## src/rtl/config_frame_writer.sv

```systemverilog
// Write side of the latch-based fabric configuration store: header+data word pairs become one-hot
// row/frame latch strobes with setup and hold cycles. Optional data parity check: `CFG_FRAME_PARITY_EN.
module config_frame_writer #(
  parameter int          ROWS       = 16,
  parameter int          MAX_FRAMES = 20,
  parameter logic [7:0]  SYNC       = 8'hFA
) (
  input  logic                  CLK,
  input  logic                  RST,
  input  logic [31:0]           S_DATA,
  input  logic                  S_VALID,
  output logic                  S_READY,
  output logic [31:0]           FrameData,
  output logic [ROWS-1:0]       RowSelect,
  output logic [MAX_FRAMES-1:0] FrameStrobe,
  output logic                  Busy,
  output logic                  Err,
  output logic [15:0]           FrameCount,
  output logic [2:0]            dbg_state
);

  typedef enum logic [2:0] {
    IDLE      = 3'd0,
    WAIT_DATA = 3'd1,
    SETUP     = 3'd2,
    STROBE    = 3'd3,
    HOLD      = 3'd4
  } state_t;

  state_t     state, state_nxt;
  logic [7:0] row_q, frame_q;
  logic       sync_ok, index_ok, parity_ok;
  logic       frame_go, sync_err, data_err;

  // Handshake: a word transfers on a rising CLK where S_VALID and S_READY are both high;
  // S_READY depends only on state, never on S_VALID.
  assign sync_ok  = (S_DATA[31:24] == SYNC);
  assign index_ok = ({24'd0, row_q} < 32'(ROWS)) && ({24'd0, frame_q} < 32'(MAX_FRAMES));

`ifdef CFG_FRAME_PARITY_EN
  logic par_q;
  assign parity_ok = ((^S_DATA) == par_q);
`else
  assign parity_ok = 1'b1;
`endif

  assign dbg_state = state;

  always_ff @(posedge CLK) begin
    if (RST) state <= IDLE;
    else     state <= state_nxt;
  end

  always_comb begin
    state_nxt = state;
    S_READY   = 1'b0;
    Busy      = 1'b1;
    frame_go  = 1'b0;
    sync_err  = 1'b0;
    data_err  = 1'b0;
    case (state)
      IDLE: begin
        S_READY = 1'b1;
        Busy    = 1'b0;
        if (S_VALID) begin
          if (sync_ok) state_nxt = WAIT_DATA;
          else         sync_err  = 1'b1;
        end
      end
      WAIT_DATA: begin
        S_READY = 1'b1;
        if (S_VALID) begin
          if (index_ok && parity_ok) begin
            frame_go  = 1'b1;
            state_nxt = SETUP;
          end else begin
            data_err  = 1'b1;
            state_nxt = IDLE;
          end
        end
      end
      SETUP:   state_nxt = STROBE;
      STROBE:  state_nxt = HOLD;
      HOLD:    state_nxt = IDLE;
      default: state_nxt = IDLE;
    endcase
  end

  always_ff @(posedge CLK) begin
    if (RST) begin
      row_q       <= '0;
      frame_q     <= '0;
      FrameData   <= '0;
      RowSelect   <= '0;
      FrameStrobe <= '0;
      Err         <= 1'b0;
      FrameCount  <= '0;
`ifdef CFG_FRAME_PARITY_EN
      par_q       <= 1'b0;
`endif
    end else begin
      if (state == IDLE && S_VALID && sync_ok) begin
        row_q   <= S_DATA[23:16];
        frame_q <= S_DATA[15:8];
`ifdef CFG_FRAME_PARITY_EN
        par_q   <= S_DATA[0];
`endif
      end
      if (sync_err || data_err) Err <= 1'b1;
      if (frame_go) begin
        FrameData <= S_DATA;
        RowSelect <= {{(ROWS-1){1'b0}}, 1'b1} << row_q;
      end else if (state == HOLD) begin
        FrameData <= '0;
        RowSelect <= '0;
      end
      // Strobe is a registered single-cycle pulse covering exactly the STROBE state.
      if (state == SETUP) begin
        FrameStrobe <= {{(MAX_FRAMES-1){1'b0}}, 1'b1} << frame_q;
        FrameCount  <= FrameCount + 16'd1;
      end else begin
        FrameStrobe <= '0;
      end
    end
  end

endmodule
```

## config.mk

```make
export PLATFORM = sky130hd
export DESIGN_NAME = config_frame_writer
export DESIGN_NICKNAME = d
export VERILOG_FILES = /design/src/rtl/config_frame_writer.sv
export SDC_FILE = /design/constraint.sdc
export NUM_CORES = 1
export LEC_CHECK = 0
export CORE_MARGIN = 8
export CORE_UTILIZATION = 40
export DETAILED_ROUTE_END_ITERATION = 12
export PLACE_DENSITY = 0.71
export SYNTH_ARGS = -nofsm -noshare
export SYNTH_HDL_FRONTEND = slang
export SYNTH_SLANG_ARGS = --single-unit
```

## constraint.sdc

```tcl
create_clock -name CLK -period 2.2 [get_ports CLK]
set_input_delay 0.44 -clock CLK [delete_from_list [all_inputs] [get_ports CLK]]
set_output_delay 0.44 -clock CLK [all_outputs]
set_load 0.1 [all_outputs]
```

==> results.cfg, run 1 <==
[status]
status = finished clean

[layout]
final_cell_count_no_fill = 586
layout_commonest_cell = buf_4
finish.net_count = 507
final_cell_mix = buf_4 (103), dfxtp_1 (92), nor2_1 (56)
final_layout_size_suffix_gt1_share_pct = 30.9
fin_util_pct = 55.9
num_antenna_cells = 0
area_growth_pct = 38.7

[synthesis]
synth_top_area_cell = dfxtp_1
ys_warn_count = 0
synthArstFlopShare_pct = 0
yosys-top-cells-area = dfxtp_1 (57%), a22o_1 (12%), nor2_1 (6.0%)
synthCells = 338
syn-cell-area_sq_mm = 0.00365
synth-seq-cells = 104
seq_area_frac_synth_pct = 57.0
synth_top_area_share_pct = 57.0
synth_edf_count = 0
synth_ff_type = dfxtp_1
syn_avg_cell_area_sq_um = 10.8
yosysUniqueCellTypes = 42
synth_fp_nets = 374

[floorplan]
fp-row-count = 35
die_x_um = 112
core_area_sq_mm = 0.00906
num_io_pins = 125
die_h_um = 112
initial_core_util_pct = 40.3
dieArea_sq_mm = 0.0125

[setup_path]
path_class = input port to flop
reg2reg_to = FrameCount[12]
crit_path_end_kind = flop
r2r_slack_ps = 370
worst_setup_path_start_kind = input port
worst_ep_arrival_time_ps = 2240
reg2reg_depth = 4
crit_required_ps = 2430
r2r_start = dbg_state[1]
path_max_fanout = 16

[placed_design]
place_ws_ps = -191
place_inst = 571
hpwlAfterDp_um = 7040
place.gp.congestion = 0.772
port-buffer-count = 124

[detailed_routing]
dr.pass1.iters = 4
route.detailed.drc = 0
drt_iter0_drc = 116
drt_wl_total_um = 9390
ant_nets = 0
wl_per_cell_um = 16.0
num_vias = 2970
via_per_inst = 5.07

[global_routing]
antenna_found_initial = 1
grt_max_degree = 34
track_usage_pct = 15.1
grt_pass1_vias = 3021
grt_pass1_wl_um = 15400
grt-ovfl-total = 0

[cts]
clk-insertion-delay-late_ps = 360
cts_resized = 0
cts_hold_buf = 0
root_buffer = clkbuf_8
numCtsBuffers = 9
postCtsSetupBuffers = 0
htreeDepth = 3
cts.path.max_buffers = 2
cts_tree = built
cts.sinks = 104
clk_pin_slew_ps = 100

[sta]
worst_pin_slew_ps = 406
fin_worst_skew_ps = 15.2
hold_viol_final = 0
timing.setup.tns_ps = 0
fin_crit_sh_pct = 91.7
drv_slew = 0
grt_setup_unrepaired = false
setup_violations = 0
timing.final.ws_setup_ps = 183
fmaxAchievable_mhz = 496
period_needed_ps = 2020
relSlewSlack_pct = 72.6

[run]
cap_violations = 0

[power]
ir_drop_uv = 367
power.density_cell_area_mw_per_mm2 = 623
p_total_mw = 3.16
p_leak_nw = 2.07

[min_path]
hold_class = input port to flop
min_from = RST
hold_depth = 2
holdPathEnd = frame_q[6]
## metrics by stage
stage,hold WS [ps],instance area [sq um]
2_1_floorplan,461,3670
3_3_place_gp,464,4880
3_5_place_dp,465,4880
4_1_cts,452,5070
5_1_grt,478,5070
6_report,470,5070
## cell type report
type | count | area, sq um
fillers | 790 | 4000
flip-flops and latches | 104 | 2100
multi-input cells | 212 | 1460
repair buffers | 140 | 1170
well taps | 111 | 139
clock buffers | 10 | 128
clock inverters | 5 | 58.8
inverters | 4 | 15.0
## cells by family (layout without fill, tap and decap cells)
group	count (synthesis)	count (layout)	share of synthesized area (%)
AO/OA/AOI/OAI	60	60	13.4
buffers and inverters	22	159	3.22
flip-flops	104	104	57.0
adder cells (fa/ha/maj)	1	1	0.342
multiplexers	20	20	5.58
XOR/XNOR	9	9	2.16
AND/OR/NAND/NOR	122	122	18.4
## worst max-delay path by stage
stage	slack, ps	end	startpoint
3_3_place_gp	-100	frame_q[3]	S_DATA[31]
6_report	180	frame_q[1]	S_DATA[31]
2_1_floorplan	60	FrameCount[15]	FrameCount[3]
4_1_cts	180	frame_q[1]	S_DATA[31]
5_1_grt	190	frame_q[1]	S_DATA[31]
3_5_place_dp	-190	frame_q[1]	S_DATA[31]
## registers in the layout, summed over array words and instances (netlist names)
name,cells
FrameData,32
FrameCount,16
Err,1
frame_q,8
row_q,8
RowSelect,16
dbg_state,3
FrameStrobe,20
## where the power goes
part / switching, mW / total, mW / internal (mW) / leakage [nW]
clock network: 0.609 / 1.13 / 0.521 / 0.0883
registers: 0.00167 / 1.88 / 1.88 / 0.844
logic: 0.0703 / 0.142 / 0.0713 / 1.14
total: 0.681 / 3.16 / 2.47 / 2.07
## metal layers
| metal | track usage, % | vias up | share of wire (%) | routed length [um] |
|---|---|---|---|---|
| li1 | - | 1467 | - | - |
| met1 | 17.8 | 1412 | 44 | 4090 |
| met2 | 25.5 | 81 | 49 | 4620 |
| met3 | 5.41 | 8 | 6.3 | 590 |
| met4 | 3.83 | 2 | 0.78 | 73 |
| met5 | 0 | - | 0.14 | 13 |
## cell usage after synthesis, types with 2 or more instances
master,instances
dfxtp_1,104
nor3_1,6
nand3b_1,4
nand4_1,3
and2_1,2
buf_2,4
buf_4,2
nor2b_1,5
xnor2_1,5
o21ai_0,4
xor2_1,4
nand2_1,8
nand2b_1,3
nor2_1,58
nor4bb_1,2
clkbuf_1,8
nand3_1,9
nor4_1,3
nor3b_2,2
mux2_2,2
a31oi_1,2
buf_6,3
inv_1,4
a22o_1,48
a21oi_1,4
and3_1,2
nor4b_2,3
or3_1,4
mux2i_1,17
## critical path, stage by stage
cell and delay (ps):
clkdlybuf4s50_1 490, nor4bb_1 420, buf_4 190, and4b_1 240, buf_12 180, mux2i_1 230
nor2_1 60
No activity file was read; power rests on OpenSTA's default activity.
==> run 2, diff against run 1 <==
--- a/config.mk
+++ b/config.mk
@@ -8,6 +8,7 @@
 export CORE_MARGIN = 8
 export CORE_UTILIZATION = 40
 export DETAILED_ROUTE_END_ITERATION = 12
+export HOLD_SLACK_MARGIN = 0.06
 export PLACE_DENSITY = 0.71
 export SYNTH_ARGS = -nofsm -noshare
 export SYNTH_HDL_FRONTEND = slang
==> results of run 2 <==
Final layout, timing and power as in run 1 (identical DEF).
==> variant: new RTL, settings of run 1 <==
The option `CFG_FRAME_PARITY_EN` is turned on by a define.
--- a/src/rtl/config_frame_writer.sv
+++ b/src/rtl/config_frame_writer.sv
@@ -1,5 +1,7 @@
 // Write side of the latch-based fabric configuration store: header+data word pairs become one-hot
 // row/frame latch strobes with setup and hold cycles. Optional data parity check: `CFG_FRAME_PARITY_EN.
+`define CFG_FRAME_PARITY_EN
+
 module config_frame_writer #(
   parameter int          ROWS       = 16,
   parameter int          MAX_FRAMES = 20,
Behaviour: not the same (Yosys sat finds a counterexample within 4 cycles, from zero or initial values and one cycle with RST high).
==> variant against run 1 <==
  * Register-to-register slack lost 0.36 ns
  * Sequential share of layout area shrank 7.2 points
  * Critical path type unchanged
  * Sequential cell count grew 1
  * Critical endpoint is now RowSelect[15]
  * Core utilization grew 1.5 points
  * Clock skew is essentially flat
  * Final area grew 22%
  * The flow now finishes with violations (negative setup slack)
  * Area after synthesis grew 20%
  * Wire length grew 26%
  * Worst setup slack lost 0.24 ns
Power is not compared: it rests on default switching activity, and its combinational part moved more than twofold at a synthesized area within 25%.
==> variant: results <==
export IMPL_grt_max_degree=49
export IMPL_setup_ws_ns=-0.0525
export IMPL_critPathArrivalTime_ns=2.54
export IMPL_hold_class="in -> reg"
export IMPL_wl_um=11800
export IMPL_synthMuxAreaShare_pct=15.0
export IMPL_violations="negative setup slack"
export IMPL_yosysUniqueCellTypes=35
export IMPL_synth_compound_area_share_pct=1.57
export IMPL_post_cts_resized=78
export IMPL_skew_ns=0.0157
export IMPL_finalSetupViolations=12
export IMPL_drive_above_1_share_pct=29.8
export IMPL_synth_top_cells_by_area="dfxtp_1 (48%), mux2i_1 (15%), nand2_1 (6.2%), nor2_1 (5.1%), nand2b_1 (4.7%)"
export IMPL_drtIter0Drc=172
export IMPL_dp_slack_ns=-0.781
export IMPL_status="finished, violations left"
export IMPL_synthAdderAreaFrac_pct=1.42
export IMPL_grt_pass1_vias=3682
export IMPL_nFillCells=960
export IMPL_synth_xor_xnor_area_share_pct=8.52
export IMPL_synthFlopType="dfxtp_1"
export IMPL_routabilityCongestion=0.739
export IMPL_worst_path_max_fanout=5
export IMPL_place_hpwl_um=8440
export IMPL_vias=3624
export IMPL_final_nets=649
export IMPL_portBuffers=124
export IMPL_cts_setup_buffers=2
export IMPL_synthesis_nets=502
export IMPL_grt_pass1_wl_um=18900
export IMPL_p_seq_share_pct=55.0
export IMPL_yosys_top_cells_count="dfxtp_1 (105), nand2_1 (72), mux2i_1 (66)"
export IMPL_yosysWarningCount=0
export IMPL_relSlewSlack_pct=56.1
export IMPL_clk_latency_ns=0.37
export IMPL_yosysSeqAreaShare_pct=47.9
export IMPL_cts_buffers=9
export IMPL_grt_usage_pct=16.2
export IMPL_cp_slowest_cell="xnor3_2"
[variant: worst max-delay path: cells and delay by family]
family / cells / cell delay (ns)
multiplexers: 1 / 0.21
XOR/XNOR: 4 / 1.06
AND/OR/NAND/NOR: 1 / 0.16
buffers and inverters: 4 / 0.65
[variant: final timing paths]
path                                     from            end  slack (ns)  depth (start not counted)
worst max register to register          par_q  RowSelect[15]        0.01                          9
worst min-delay path               S_DATA[30]  FrameData[30]        0.34                          3
worst max-delay path               S_DATA[22]  RowSelect[15]       -0.05                         10
worst min register to register  FrameData[29]  FrameData[29]        0.47                          2
[variant: through the flow]
| stage | utilization, % | power, W | setup TNS [ns] | instances | instance area, µm² |
|---|---|---|---|---|---|
| floorplan | - | 0.00220 | -1.57 | 462 | 4480 |
| global placement | 53.9 | 0.00237 | -33.43 | 732 | 5820 |
| detailed placement | 53.9 | 0.00238 | -36.33 | 732 | 5820 |
| CTS | 56.4 | 0.00347 | -0.0954 | 753 | 6090 |
| global route | 57.4 | 0.00363 | -2.30 | 755 | 6190 |
| finish | 57.4 | 0.00346 | -0.224 | 755 | 6190 |
[variant: metal layers]
metal | share of wire (%) | wire length, µm | vias up | GRT usage (%)
met5 | 0 | 0 | - | 0
met4 | 1.1 | 133 | 0 | 4.68
met3 | 6.9 | 819 | 10 | 6.01
met2 | 47 | 5580 | 93 | 25.4
met1 | 45 | 5270 | 1698 | 20.4
li1 | - | - | 1823 | -
[variant: layout make-up]
type | count | share of cell area (%)
diodes | 1 | 0.0404
clock buffers | 10 | 2.06
clock inverters | 6 | 0.768
inverters | 5 | 0.343
multi-input cells | 330 | 37.5
flip-flops and latches | 105 | 34.1
well taps | 140 | 2.83
repair buffers | 158 | 22.3
